[config.mk]
export PLATFORM = sky130hd
export DESIGN_NAME = gates_pairwise_pipe
export DESIGN_NICKNAME = d
export VERILOG_FILES = /design/src/rtl/gates_pairwise_pkg.sv /design/src/rtl/gates_pairwise_comb.sv /design/src/rtl/gates_pairwise_pipe.sv
export SDC_FILE = /design/constraint.sdc
export NUM_CORES = 1
export LEC_CHECK = 0
export BUFFER_PORTS_ARGS = -buffer_cell sky130_fd_sc_hd__buf_2
export CAP_MARGIN = 0
export CORE_UTILIZATION = 35
export CTS_CLUSTER_DIAMETER = 200
export DETAILED_ROUTE_END_ITERATION = 7
export HOLD_SLACK_MARGIN = 0.08
export MAX_ROUTING_LAYER = met4
export PLACE_DENSITY = 0.55
export SETUP_SLACK_MARGIN = 0.02
export SYNTH_ARGS = -nofsm -noshare
export SYNTH_HDL_FRONTEND = slang
export SYNTH_SLANG_ARGS = --single-unit
[constraint.sdc]
create_clock -name clk -period 10.2 [get_ports clk]
set_clock_uncertainty 0.15 [all_clocks]
set_input_delay 2.04 -clock clk [delete_from_list [all_inputs] [get_ports clk]]
set_output_delay 2.04 -clock clk [all_outputs]
set_load 0.05 [all_outputs]
[src/rtl/gates_pairwise_pkg.sv]
// ---------------------------------------------------------------------------
// gates_pairwise_pkg
//
// Purpose : Shared types and helpers for the pairwise bit-gate pipeline.
//           Defines the op select encoding and the single-bit gate function
//           used by the combinational core.
//
// Contents:
//   op_t      2-bit op select: AND, OR, XNOR, XOR
//   apply_op  evaluates one gate on a pair of bits
// ---------------------------------------------------------------------------
package gates_pairwise_pkg;

  typedef enum logic [1:0] {
    OP_AND  = 2'b00,
    OP_OR   = 2'b01,
    OP_XNOR = 2'b10,
    OP_XOR  = 2'b11
  } op_t;

  // Single-bit gate selected by op.
  function automatic logic apply_op(op_t op, logic a, logic b);
    logic r;
    case (op)
      OP_AND:  r = a & b;
      OP_OR:   r = a | b;
      OP_XNOR: r = ~(a ^ b);
      default: r = a ^ b;
    endcase
    return r;
  endfunction

endpackage

[src/rtl/gates_pairwise_comb.sv]
// ---------------------------------------------------------------------------
// gates_pairwise_comb
//
// Purpose : Purely combinational pairwise gate array.
//           result[i] = OP(in_msg[i], in_msg[i+1]) for i = 0..NBITS-2.
//
// Parameters:
//   NBITS   input width (>= 2); result is NBITS-1 bits wide
//
// Ports:
//   in_msg  in   NBITS     operand bits
//   in_op   in   op_t      gate select
//   result  out  NBITS-1   pairwise result
// ---------------------------------------------------------------------------
module gates_pairwise_comb
  import gates_pairwise_pkg::*;
#(
  parameter int NBITS = 100
) (
  input  logic [NBITS-1:0] in_msg,
  input  op_t              in_op,
  output logic [NBITS-2:0] result
);

  always_comb begin
    result = '0;
    for (int i = 0; i < NBITS - 1; i++) begin
      result[i] = apply_op(in_op, in_msg[i], in_msg[i+1]);
    end
  end

endmodule

[src/rtl/gates_pairwise_pipe.sv]
// ---------------------------------------------------------------------------
// gates_pairwise_pipe
//
// Purpose : Two-stage pipelined pairwise bit-gate unit with val/rdy
//           handshakes on both sides and a completed-transfer counter.
//           S0 registers the incoming message and op; the combinational
//           core sits between S0 and S1; S1 registers the result.
//
// Parameters:
//   NBITS   input message width (>= 2); output width is NBITS-1
//   CNTW    width of out_count
//
// Ports:
//   clk        in   1         clock, posedge
//   reset      in   1         asynchronous, active-high reset
//   in_val     in   1         input valid
//   in_rdy     out  1         input ready
//   in_msg     in   NBITS     operand bits
//   in_op      in   2         00 AND, 01 OR, 10 XNOR, 11 XOR
//   out_val    out  1         output valid
//   out_rdy    in   1         consumer ready
//   out_msg    out  NBITS-1   pairwise result
//   out_op     out  2         op that produced out_msg
//   out_count  out  CNTW      completed output transfers, wrapping
//   out_ones   out  clog2(NBITS)  popcount of out_msg
//                             (only with GATES_PAIRWISE_POPCNT_EN defined)
//
// Build option:
//   GATES_PAIRWISE_POPCNT_EN  adds the registered out_ones port.
// ---------------------------------------------------------------------------
module gates_pairwise_pipe
  import gates_pairwise_pkg::*;
#(
  parameter int NBITS = 100,
  parameter int CNTW  = 16
) (
  input  logic                      clk,
  input  logic                      reset,
  input  logic                      in_val,
  output logic                      in_rdy,
  input  logic [NBITS-1:0]          in_msg,
  input  logic [1:0]                in_op,
  output logic                      out_val,
  input  logic                      out_rdy,
  output logic [NBITS-2:0]          out_msg,
  output logic [1:0]                out_op,
`ifdef GATES_PAIRWISE_POPCNT_EN
  output logic [$clog2(NBITS)-1:0]  out_ones,
`endif
  output logic [CNTW-1:0]           out_count
);

  logic             s0_val;
  logic [NBITS-1:0] s0_msg;
  op_t              s0_op;

  logic             s1_val;
  logic [NBITS-2:0] s1_msg;
  op_t              s1_op;

  logic [CNTW-1:0]  count;
  logic [NBITS-2:0] comb_result;
  logic             s1_go;

  // S1 can take new data when empty or when its current content leaves
  // this cycle; S0 can likewise refill when empty or when it moves to S1.
  // Neither ready depends on the valid of the same side.
  assign s1_go  = !s1_val || out_rdy;
  assign in_rdy = !s0_val || s1_go;

  gates_pairwise_comb #(
    .NBITS (NBITS)
  ) u_comb (
    .in_msg (s0_msg),
    .in_op  (s0_op),
    .result (comb_result)
  );

  // Input stage: data loads only on an actual input transfer, so a bubble
  // leaves the last message in place without affecting the output.
  always_ff @(posedge clk or posedge reset) begin
    if (reset) begin
      s0_val <= 1'b0;
      s0_msg <= '0;
      s0_op  <= OP_AND;
    end else if (in_rdy) begin
      s0_val <= in_val;
      if (in_val) begin
        s0_msg <= in_msg;
        s0_op  <= op_t'(in_op);
      end
    end
  end

  // Output stage: holds bit-for-bit while stalled (s1_go low).
  always_ff @(posedge clk or posedge reset) begin
    if (reset) begin
      s1_val <= 1'b0;
      s1_msg <= '0;
      s1_op  <= OP_AND;
    end else if (s1_go) begin
      s1_val <= s0_val;
      if (s0_val) begin
        s1_msg <= comb_result;
        s1_op  <= s0_op;
      end
    end
  end

  // Completed-transfer counter; natural wrap at 2^CNTW.
  always_ff @(posedge clk or posedge reset) begin
    if (reset) begin
      count <= '0;
    end else if (s1_val && out_rdy) begin
      count <= count + 1'b1;
    end
  end

  assign out_val   = s1_val;
  assign out_msg   = s1_msg;
  assign out_op    = s1_op;
  assign out_count = count;

`ifdef GATES_PAIRWISE_POPCNT_EN
  localparam int ONESW = $clog2(NBITS);

  logic [ONESW-1:0] ones_next;
  logic [ONESW-1:0] s1_ones;

  // At most NBITS-1 ones, which always fits in clog2(NBITS) bits.
  always_comb begin
    ones_next = '0;
    for (int i = 0; i < NBITS - 1; i++) begin
      ones_next = ones_next + ONESW'(comb_result[i]);
    end
  end

  // Travels with s1_msg so it shares latency and stall behaviour.
  always_ff @(posedge clk or posedge reset) begin
    if (reset) begin
      s1_ones <= '0;
    end else if (s1_go && s0_val) begin
      s1_ones <= ones_next;
    end
  end

  assign out_ones = s1_ones;
`endif

endmodule

; Yosys cells after proc, flatten, opt, wreduce, memory -nomap -nowiden
; Cells that the tools add are included.
[word_totals]
regBits = 221
output_inout_bits = 119
wordCells = 513
[classes]
add_sub_neg = 1
eq_ne = 2
n_mux = 99
bitwise = 396
reduce_logical = 8
[ops]
columns = operator, count
row1 = $pmux W1 S3, 99
row2 = $and A1 B1 Y1, 99
row3 = $not A1 Y1, 99
row4 = $or A1 B1 Y1, 99
row5 = $xor A1 B1 Y1, 99
row6 = $add A16 B1 Y16 const B, 1
row7 = $reduce_and A2 Y1, 2
row8 = $eq A2 B1 Y1 const B, 1
row9 = $eq A2 B2 Y1 const B, 1
row10 = $logic_not A1 Y1, 2
row11 = $logic_not A2 Y1, 1
row12 = $logic_or A1 B1 Y1, 2
row13 = $logic_and A1 B1 Y1, 1

; Logic depth before layout (Yosys ltp)
; Gate-level depths: netlist of run 1.
[logic_depth]
depth_word = 4
mapped_depth = 7

; Modules after synthesis
; Synthesis of run 1 repeated with hierarchy kept, for this count alone.
[hier_totals]
hier_cells = 1344
area_unflattened_um2 = 14377.5
[modules_own_cells]
columns = mod, n_inst, cells_each, area_per_inst_um2, seq_area_each_um2
row1 = gates_pairwise_pipe, 1, 496, 8305.5, 5530.3
row2 = gates_pairwise_comb, 1, 848, 6072.1, 0.0

; Least setup slack after synthesis of run 1
; OpenSTA, ideal clock, no wires.
[synth_path]
path_kind = input-to-output
from = input out_rdy
to = output in_rdy
arrival_time_ns = 2.529
path_slack_ns = 5.481
cell_stages = 1
path_buffers = 0
cell_sequence = nand3b_1
[synth_via]
elab_chain_len = 2
[synth_rtl]
columns = item, line
row1 = start: declaration, gates_pairwise_pipe.sv:44  ; input logic out_rdy,
row2 = $logic_or A1 B1 Y1, gates_pairwise_pipe.sv:68  ; assign s1_go = !s1_val || out_rdy;
row3 = $logic_or A1 B1 Y1, gates_pairwise_pipe.sv:69  ; assign in_rdy = !s0_val || s1_go;
row4 = end: declaration, gates_pairwise_pipe.sv:40  ; output logic in_rdy,
; No other way between the ends.

; Final worst setup path of run 1
; Same ends and word-level chain as after synthesis.

==> results of run 1 <==
## logic make-up after synthesis
group	Yosys count	share of synthesized area, %
buffers and inverters	198	6.00
XOR/XNOR	14	0.885
AND/OR/NAND/NOR	362	12.0
adder cells (fa/ha/maj)	199	18.0
flip-flops	221	39.9
multiplexers	105	8.53
AO/OA/AOI/OAI	365	14.7
## worst max-delay path by stage
stage / end / slack [ns] / depth (start not counted)
after floorplan: out_count[0] / 1.96 / 1
after global placement: in_rdy / 5.33 / 3
after detailed placement: in_rdy / 5.34 / 3
after CTS: in_rdy / 5.33 / 3
after global routing: in_rdy / 5.29 / 3
final: in_rdy / 5.34 / 3
## per-layer routing
| layer | share of wire [%] | track usage [%] |
|---|---|---|
| met4 | 1.9 | 3.60 |
| met3 | 4.9 | 3.10 |
| met2 | 46 | 25.4 |
| met1 | 47 | 20.4 |
| met5 | 0 | - |
## cell type report
| type | instances | area (um^2) |
|---|---|---|
| diodes | 3 | 7.51 |
| clock buffers | 45 | 856 |
| clock inverters | 6 | 55.1 |
| fillers | 3866 | 22600 |
| inverters | 103 | 394 |
| multi-input cells | 1045 | 7510 |
| flip-flops and latches | 221 | 5540 |
| well taps | 518 | 648 |
| repair buffers | 233 | 1190 |
## flip-flops by register name (all words and copies together) (netlist names)
signal	cells
s0_msg	100
out_msg	99
out_count	16
out_op	2
s0_op	2
out_val	1
s0_val	1
## through the flow
step	power, uW	instance area [um^2]
2_1_floorplan	2360	13900
3_3_place_gp	2660	15300
3_5_place_dp	2710	15300
4_1_cts	3710	16200
5_1_grt	3910	16200
6_report	3650	16200
## critical path, stage by stage
cell and delay [ns]:
sky130_fd_sc_hd__buf_2 0.13, sky130_fd_sc_hd__nand3b_1 0.20, sky130_fd_sc_hd__buf_2 0.30
## power groups by stage
stage	clock [uW]	combinational [uW]	sequential (uW)
3_5_place_dp	0	1420	1280
2_1_floorplan	0	648	1710
3_3_place_gp	0	1390	1280
4_1_cts	1010	1430	1270
5_1_grt	1050	1560	1300
6_report	972	1410	1270
## Yosys cell counts
master | count | share of area (%)
sky130_fd_sc_hd__a211oi_1 | 67 | 3.6
sky130_fd_sc_hd__a21oi_1 | 99 | 3.6
sky130_fd_sc_hd__a31oi_1 | 32 | 1.4
sky130_fd_sc_hd__and3_1 | 1 | 0.045
sky130_fd_sc_hd__buf_1 | 1 | 0.027
sky130_fd_sc_hd__buf_2 | 23 | 0.83
sky130_fd_sc_hd__buf_4 | 16 | 0.87
sky130_fd_sc_hd__clkbuf_1 | 55 | 1.5
sky130_fd_sc_hd__dfrtp_1 | 221 | 40
sky130_fd_sc_hd__ha_1 | 199 | 18
sky130_fd_sc_hd__inv_1 | 103 | 2.8
sky130_fd_sc_hd__mux2_2 | 105 | 8.5
sky130_fd_sc_hd__nand2_1 | 176 | 4.8
sky130_fd_sc_hd__nand2b_1 | 99 | 4.5
sky130_fd_sc_hd__nand3_1 | 3 | 0.11
sky130_fd_sc_hd__nand3b_1 | 1 | 0.054
sky130_fd_sc_hd__nand4_1 | 3 | 0.14
sky130_fd_sc_hd__nand4_2 | 1 | 0.090
sky130_fd_sc_hd__nand4_4 | 1 | 0.15
sky130_fd_sc_hd__nor2_1 | 72 | 1.9
sky130_fd_sc_hd__nor4_1 | 1 | 0.045
sky130_fd_sc_hd__o21ai_0 | 165 | 6.0
sky130_fd_sc_hd__o21ai_1 | 2 | 0.072
sky130_fd_sc_hd__or2_2 | 2 | 0.090
sky130_fd_sc_hd__or3_1 | 1 | 0.045
sky130_fd_sc_hd__or4_4 | 1 | 0.081
sky130_fd_sc_hd__xnor2_1 | 11 | 0.70
sky130_fd_sc_hd__xor2_1 | 3 | 0.19
==> results.py, run 1 <==
metrics = {
    "cts": {
        "clk_root_buffer_cell": "sky130_fd_sc_hd__clkbuf_16",
        "cts-htree-levels": 1,
        "cts_tree": "built",
        "cts.repair.resized": 0,
        "cts_post_setup_buffers_inserted": 0,
        "ctsLongestPathBuffers": 3,
        "clkTransAtPathRegs_ns": 0.05,
        "clock_insertion_delay_worst_skew_ns": 0.55,
        "cts_hold_repair.buffers": 0,
        "clock_sinks": 221,
        "cts-buffers-inserted": 28,
    },
    "pwr": {
        "share_comb_of_total_power_pct": 38.6,
        "internal-power_uw": 2110,
        "static-leakage-power_uw": 0.00788,
        "worst_ir_drop_vdd_uv": 187,
        "power-per-cell-area_nw_per_um2": 225,
        "power.clock.fraction_pct": 26.7,
        "p_sw_share_pct": 42.3,
        "net-switching-power_uw": 1540,
        "power.share.sequential_pct": 34.8,
    },
    "cells_and_area": {
        "area_delta_synth_final_pct": 16.9,
        "mostFrequentLayoutCells": "sky130_fd_sc_hd__buf_2 (224), sky130_fd_sc_hd__dfrtp_1 (219), sky130_fd_sc_hd__ha_1 (199)",
        "layout-drive-gt1-share_pct": 23.6,
        "utilization_pct": 41.7,
        "nets": 1937,
        "final_common_cell": "sky130_fd_sc_hd__buf_2",
        "layoutNonFillerInstCount": 2174,
    },
    "grt": {
        "grt.overflow.total": 0,
        "global_route.usage.total_pct": 15.8,
        "grt_first_pass_wirelength_mm": 51.2,
        "antenna_violations_before_repair": 2,
        "grt_max_degree": 107,
        "number_of_global_route_vias_before_repair": 9981,
    },
    "worst_setup_path": {
        "reg2reg_setup_slack_ns": 6.83,
        "timing.critical_path.from": "out_rdy",
        "crit_path_capture_type": "output port",
        "timing_worst_setup_path_type": "in2out",
        "crit-reg2reg-launch": "s0_op[1]",
        "reg2regPathDepth": 6,
        "crit_path_start_kind": "input port",
        "critical_path_required_ns": 8.01,
        "r2r_end": "out_msg[66]",
        "crit_arrival_ns": 2.67,
        "worstPathMaxFanout": 5,
    },
    "sta": {
        "max_freq_mhz": 206,
        "hold_ws_ns": 0.322,
        "final-setup-viol-count": 0,
        "final-hold-violation-count": 0,
        "worst_slew_pin_tran_ns": 1.09,
        "fin_worst_setup_slack_ns": 5.34,
        "worst_slew_margin_rel_pct": 27.0,
        "grt_setup_unrepaired": "no",
        "maxSlewViolCount": 0,
        "finalCritPeriodShare_pct": 47.6,
        "setup_total_negative_slack_ns": 0,
        "post_route_minimum_period_ns": 4.86,
    },
    "worst_hold_path": {
        "hold_path.startpoint": "out_msg[28]",
        "whs_path_depth": 2,
        "worst_hold_path.endpoint": "out_msg[28]",
        "path_class_of_the_lowest_slack_min_delay_path": "reg2reg",
    },
    "status": {
        "outcome": "completed",
    },
    "synthesis": {
        "syn_inst": 1464,
        "synth_area_um2": 13900,
        "synth-seq-cells": 221,
        "yosysWarnings": 0,
        "ys_seq_area_share_pct": 39.9,
        "synth_nets": 1769,
        "synth.distinct_cells": 28,
        "avgSynthCellArea_um2": 9.47,
    },
    "placement": {
        "post_dp_hpwl_mm": 20.9,
        "dp_worst_setup_slack_ns": 5.34,
        "numPlacedInstances": 2120,
        "globalplace.congestion": 0.797,
        "port_buffers": 224,
    },
    "die": {
        "die_w_um": 201,
        "boundaryPins": 225,
        "die-area_um2": 40400,
        "fp.dieH_um": 201,
        "core_area_um2": 38800,
        "initial_core_util_pct": 35.7,
        "row_count": 72,
    },
    "routing": {
        "avgViaCountPerCell": 4.69,
        "drc": 0,
        "vias": 10200,
        "drt-total-wl_mm": 30.5,
        "drt.antenna.violating_nets": 0,
        "drt_pre_antenna_iters": 4,
        "wl_per_cell_um": 14.0,
        "first_iter_violations": 323,
    },
    "flow_run": {
        "maxcap_violations": 0,
    },
}
(Power assumes the default switching activity.)
==> run 2: changes to the inputs <==
==> constraint.sdc (replaced) <==
create_clock -name clk -period 4.9 [get_ports clk]
set_clock_uncertainty 0.15 [all_clocks]
set_input_delay 0.98 -clock clk [delete_from_list [all_inputs] [get_ports clk]]
set_output_delay 0.98 -clock clk [all_outputs]
set_load 0.05 [all_outputs]
==> run 2 against run 1 <==
- hold slack lost 0.0022 ns
- register-to-register slack lost 4.4 ns
- clock power grew 98%
- critical path depth is the same
- critical path type unchanged
==> results.py, run 2 (synthesis gave the netlist of run 1 again) <==
metrics = {
    "status": {
        "outcome": "completed",
    },
    "die": {
        "initial_core_util_pct": 35.7,
        "die-area_um2": 40400,
        "die_w_um": 201,
        "boundaryPins": 225,
        "row_count": 72,
        "fp.dieH_um": 201,
        "core_area_um2": 38800,
    },
    "routing": {
        "vias": 10200,
        "wl_per_cell_um": 14.0,
        "drt.antenna.violating_nets": 0,
        "first_iter_violations": 321,
        "avgViaCountPerCell": 4.71,
        "drt_pre_antenna_iters": 4,
        "drt-total-wl_mm": 30.4,
        "drc": 0,
    },
    "cells_and_area": {
        "post-route-cell-area_um2": 16200,
        "nets": 1939,
        "flip_flop_count_of_the_largest_register_all_copies_and_words_added": 100,
        "largest_register_by_flop_count": "s0_msg",
        "mostFrequentLayoutCells": "sky130_fd_sc_hd__buf_2 (224), sky130_fd_sc_hd__dfrtp_1 (219), sky130_fd_sc_hd__ha_1 (199)",
        "layoutNonFillerInstCount": 2173,
        "layout-drive-gt1-share_pct": 23.7,
        "area_delta_synth_final_pct": 17.0,
        "final_common_cell": "sky130_fd_sc_hd__buf_2",
    },
    "placement": {
        "port_buffers": 224,
        "numPlacedInstances": 2123,
        "globalplace.congestion": 0.807,
        "placedInstanceArea_um2": 15400,
        "post_dp_hpwl_mm": 21.3,
    },
    "cts": {
        "cts-htree-levels": 1,
        "cts_post_setup_buffers_inserted": 0,
        "clock_insertion_delay_worst_skew_ns": 0.54,
        "cts_hold_repair.buffers": 0,
        "cts.repair.resized": 0,
        "cts-buffers-inserted": 27,
        "clkTransAtPathRegs_ns": 0.06,
        "clock_sinks": 221,
        "cts_tree": "built",
        "clk_root_buffer_cell": "sky130_fd_sc_hd__clkbuf_16",
        "ctsLongestPathBuffers": 3,
    },
    "pwr": {
        "power-per-cell-area_nw_per_um2": 462,
        "power.share.sequential_pct": 35.1,
        "net-switching-power_uw": 3200,
        "power.clock.fraction_pct": 25.6,
        "worst_ir_drop_vdd_uv": 237,
        "p_sw_share_pct": 42.7,
        "share_comb_of_total_power_pct": 39.3,
        "static-leakage-power_uw": 0.00788,
        "internal-power_uw": 4300,
    },
    "worst_hold_path": {
        "worst_hold_path.endpoint": "out_msg[58]",
        "path_class_of_the_lowest_slack_min_delay_path": "reg2reg",
        "hold_path.startpoint": "out_msg[58]",
        "whs_path_depth": 2,
    },
    "worst_setup_path": {
        "crit_path_capture_type": "output port",
        "crit_path_start_kind": "input port",
        "worstPathMaxFanout": 5,
        "r2r_end": "out_msg[27]",
        "critical_path_required_ns": 3.77,
        "crit_arrival_ns": 1.66,
        "reg2regPathDepth": 5,
        "crit-reg2reg-launch": "s0_op[1]",
        "reg2reg_setup_slack_ns": 2.45,
        "timing_worst_setup_path_type": "in2out",
    },
    "grt": {
        "grt_first_pass_wirelength_mm": 50.9,
        "global_route.usage.total_pct": 15.7,
        "globalRouteMet3Util_pct": 2.27,
        "busiest_layer": "met2",
        "grt_max_degree": 145,
        "grt.met2_usage_pct": 24.8,
        "grt.overflow.total": 0,
        "antenna_violations_before_repair": 3,
        "use_met1_pct": 20.6,
        "number_of_global_route_vias_before_repair": 9940,
    },
    "sta": {
        "post_route_minimum_period_ns": 2.79,
        "worst_slew_margin_rel_pct": 32.0,
        "grt_setup_unrepaired": "no",
        "setup_total_negative_slack_ns": 0,
        "maxSlewViolCount": 0,
        "worst_slew_pin_tran_ns": 1.02,
        "final-hold-violation-count": 0,
        "max_freq_mhz": 358,
        "final-setup-viol-count": 0,
        "finalCritPeriodShare_pct": 57.0,
    },
    "flow_run": {
        "maxcap_violations": 0,
    },
}
==> run 2: changes by cell type in the layout (fill, tap and decap cells not counted), sizes merged <==
cell	before	now
buf	233	236
clkbuf	45	42
clkinvlp	0	3
clkinv	5	3
bufinv	1	0
inv	103	102
==> run 2: how the worst max path moves through the flow <==
stage | start | end | slack, ns | depth (start not counted)
finish | out_rdy | in_rdy | 2.11 | 3
floorplan | reset | out_count[0] | 0.89 | 1
global placement | out_rdy | s0_msg[36] | 2.07 | 5
detailed placement | out_rdy | s0_op[0] | 2.04 | 5
CTS | out_rdy | in_rdy | 2.10 | 3
global route | out_rdy | in_rdy | 2.07 | 3
==> run 2: layout make-up <==
class | instances | area, um^2
Clock buffer | 42 | 822
Inverter | 103 | 390
Clock inverter | 5 | 30.0
Sequential cell | 221 | 5540
Fill cell | 3833 | 22600
Multi-Input combinational cell | 1045 | 7510
Tap cell | 518 | 648
Timing Repair Buffer | 236 | 1270
Antenna cell | 3 | 7.51
==> run 2: per-layer routing <==
metal	wire, um	up-vias
met2	13900	168
li1	-	5290
met1	14400	4734
met4	775	0
met5	0	-
met3	1310	52
==> run 2: through the flow <==
| step | power (uW) | hold WS, ns | worst slack, ns | utilization [%] |
|---|---|---|---|---|
| 2_1_floorplan | 4910 | 0.307 | 0.888 | - |
| 3_3_place_gp | 5570 | 0.310 | 2.07 | 39.6 |
| 3_5_place_dp | 5650 | 0.316 | 2.04 | 39.6 |
| 4_1_cts | 7630 | 0.331 | 2.10 | 41.8 |
| 5_1_grt | 8050 | 0.332 | 2.07 | 41.8 |
| 6_report | 7490 | 0.320 | 2.11 | 41.8 |
==> run 2: critical path: stages <==
cell,delay (ns)
sky130_fd_sc_hd__buf_2,0.14
sky130_fd_sc_hd__nand3b_1,0.23
sky130_fd_sc_hd__buf_2,0.31
==> run 2: power groups by stage <==
stage          logic, uW  registers, uW  clock network, uW
2_1_floorplan       1350           3560                  0
3_3_place_gp        2910           2660                  0
6_report            2940           2630               1920
5_1_grt             3270           2710               2070
3_5_place_dp        2980           2670                  0
4_1_cts             2990           2650               1990
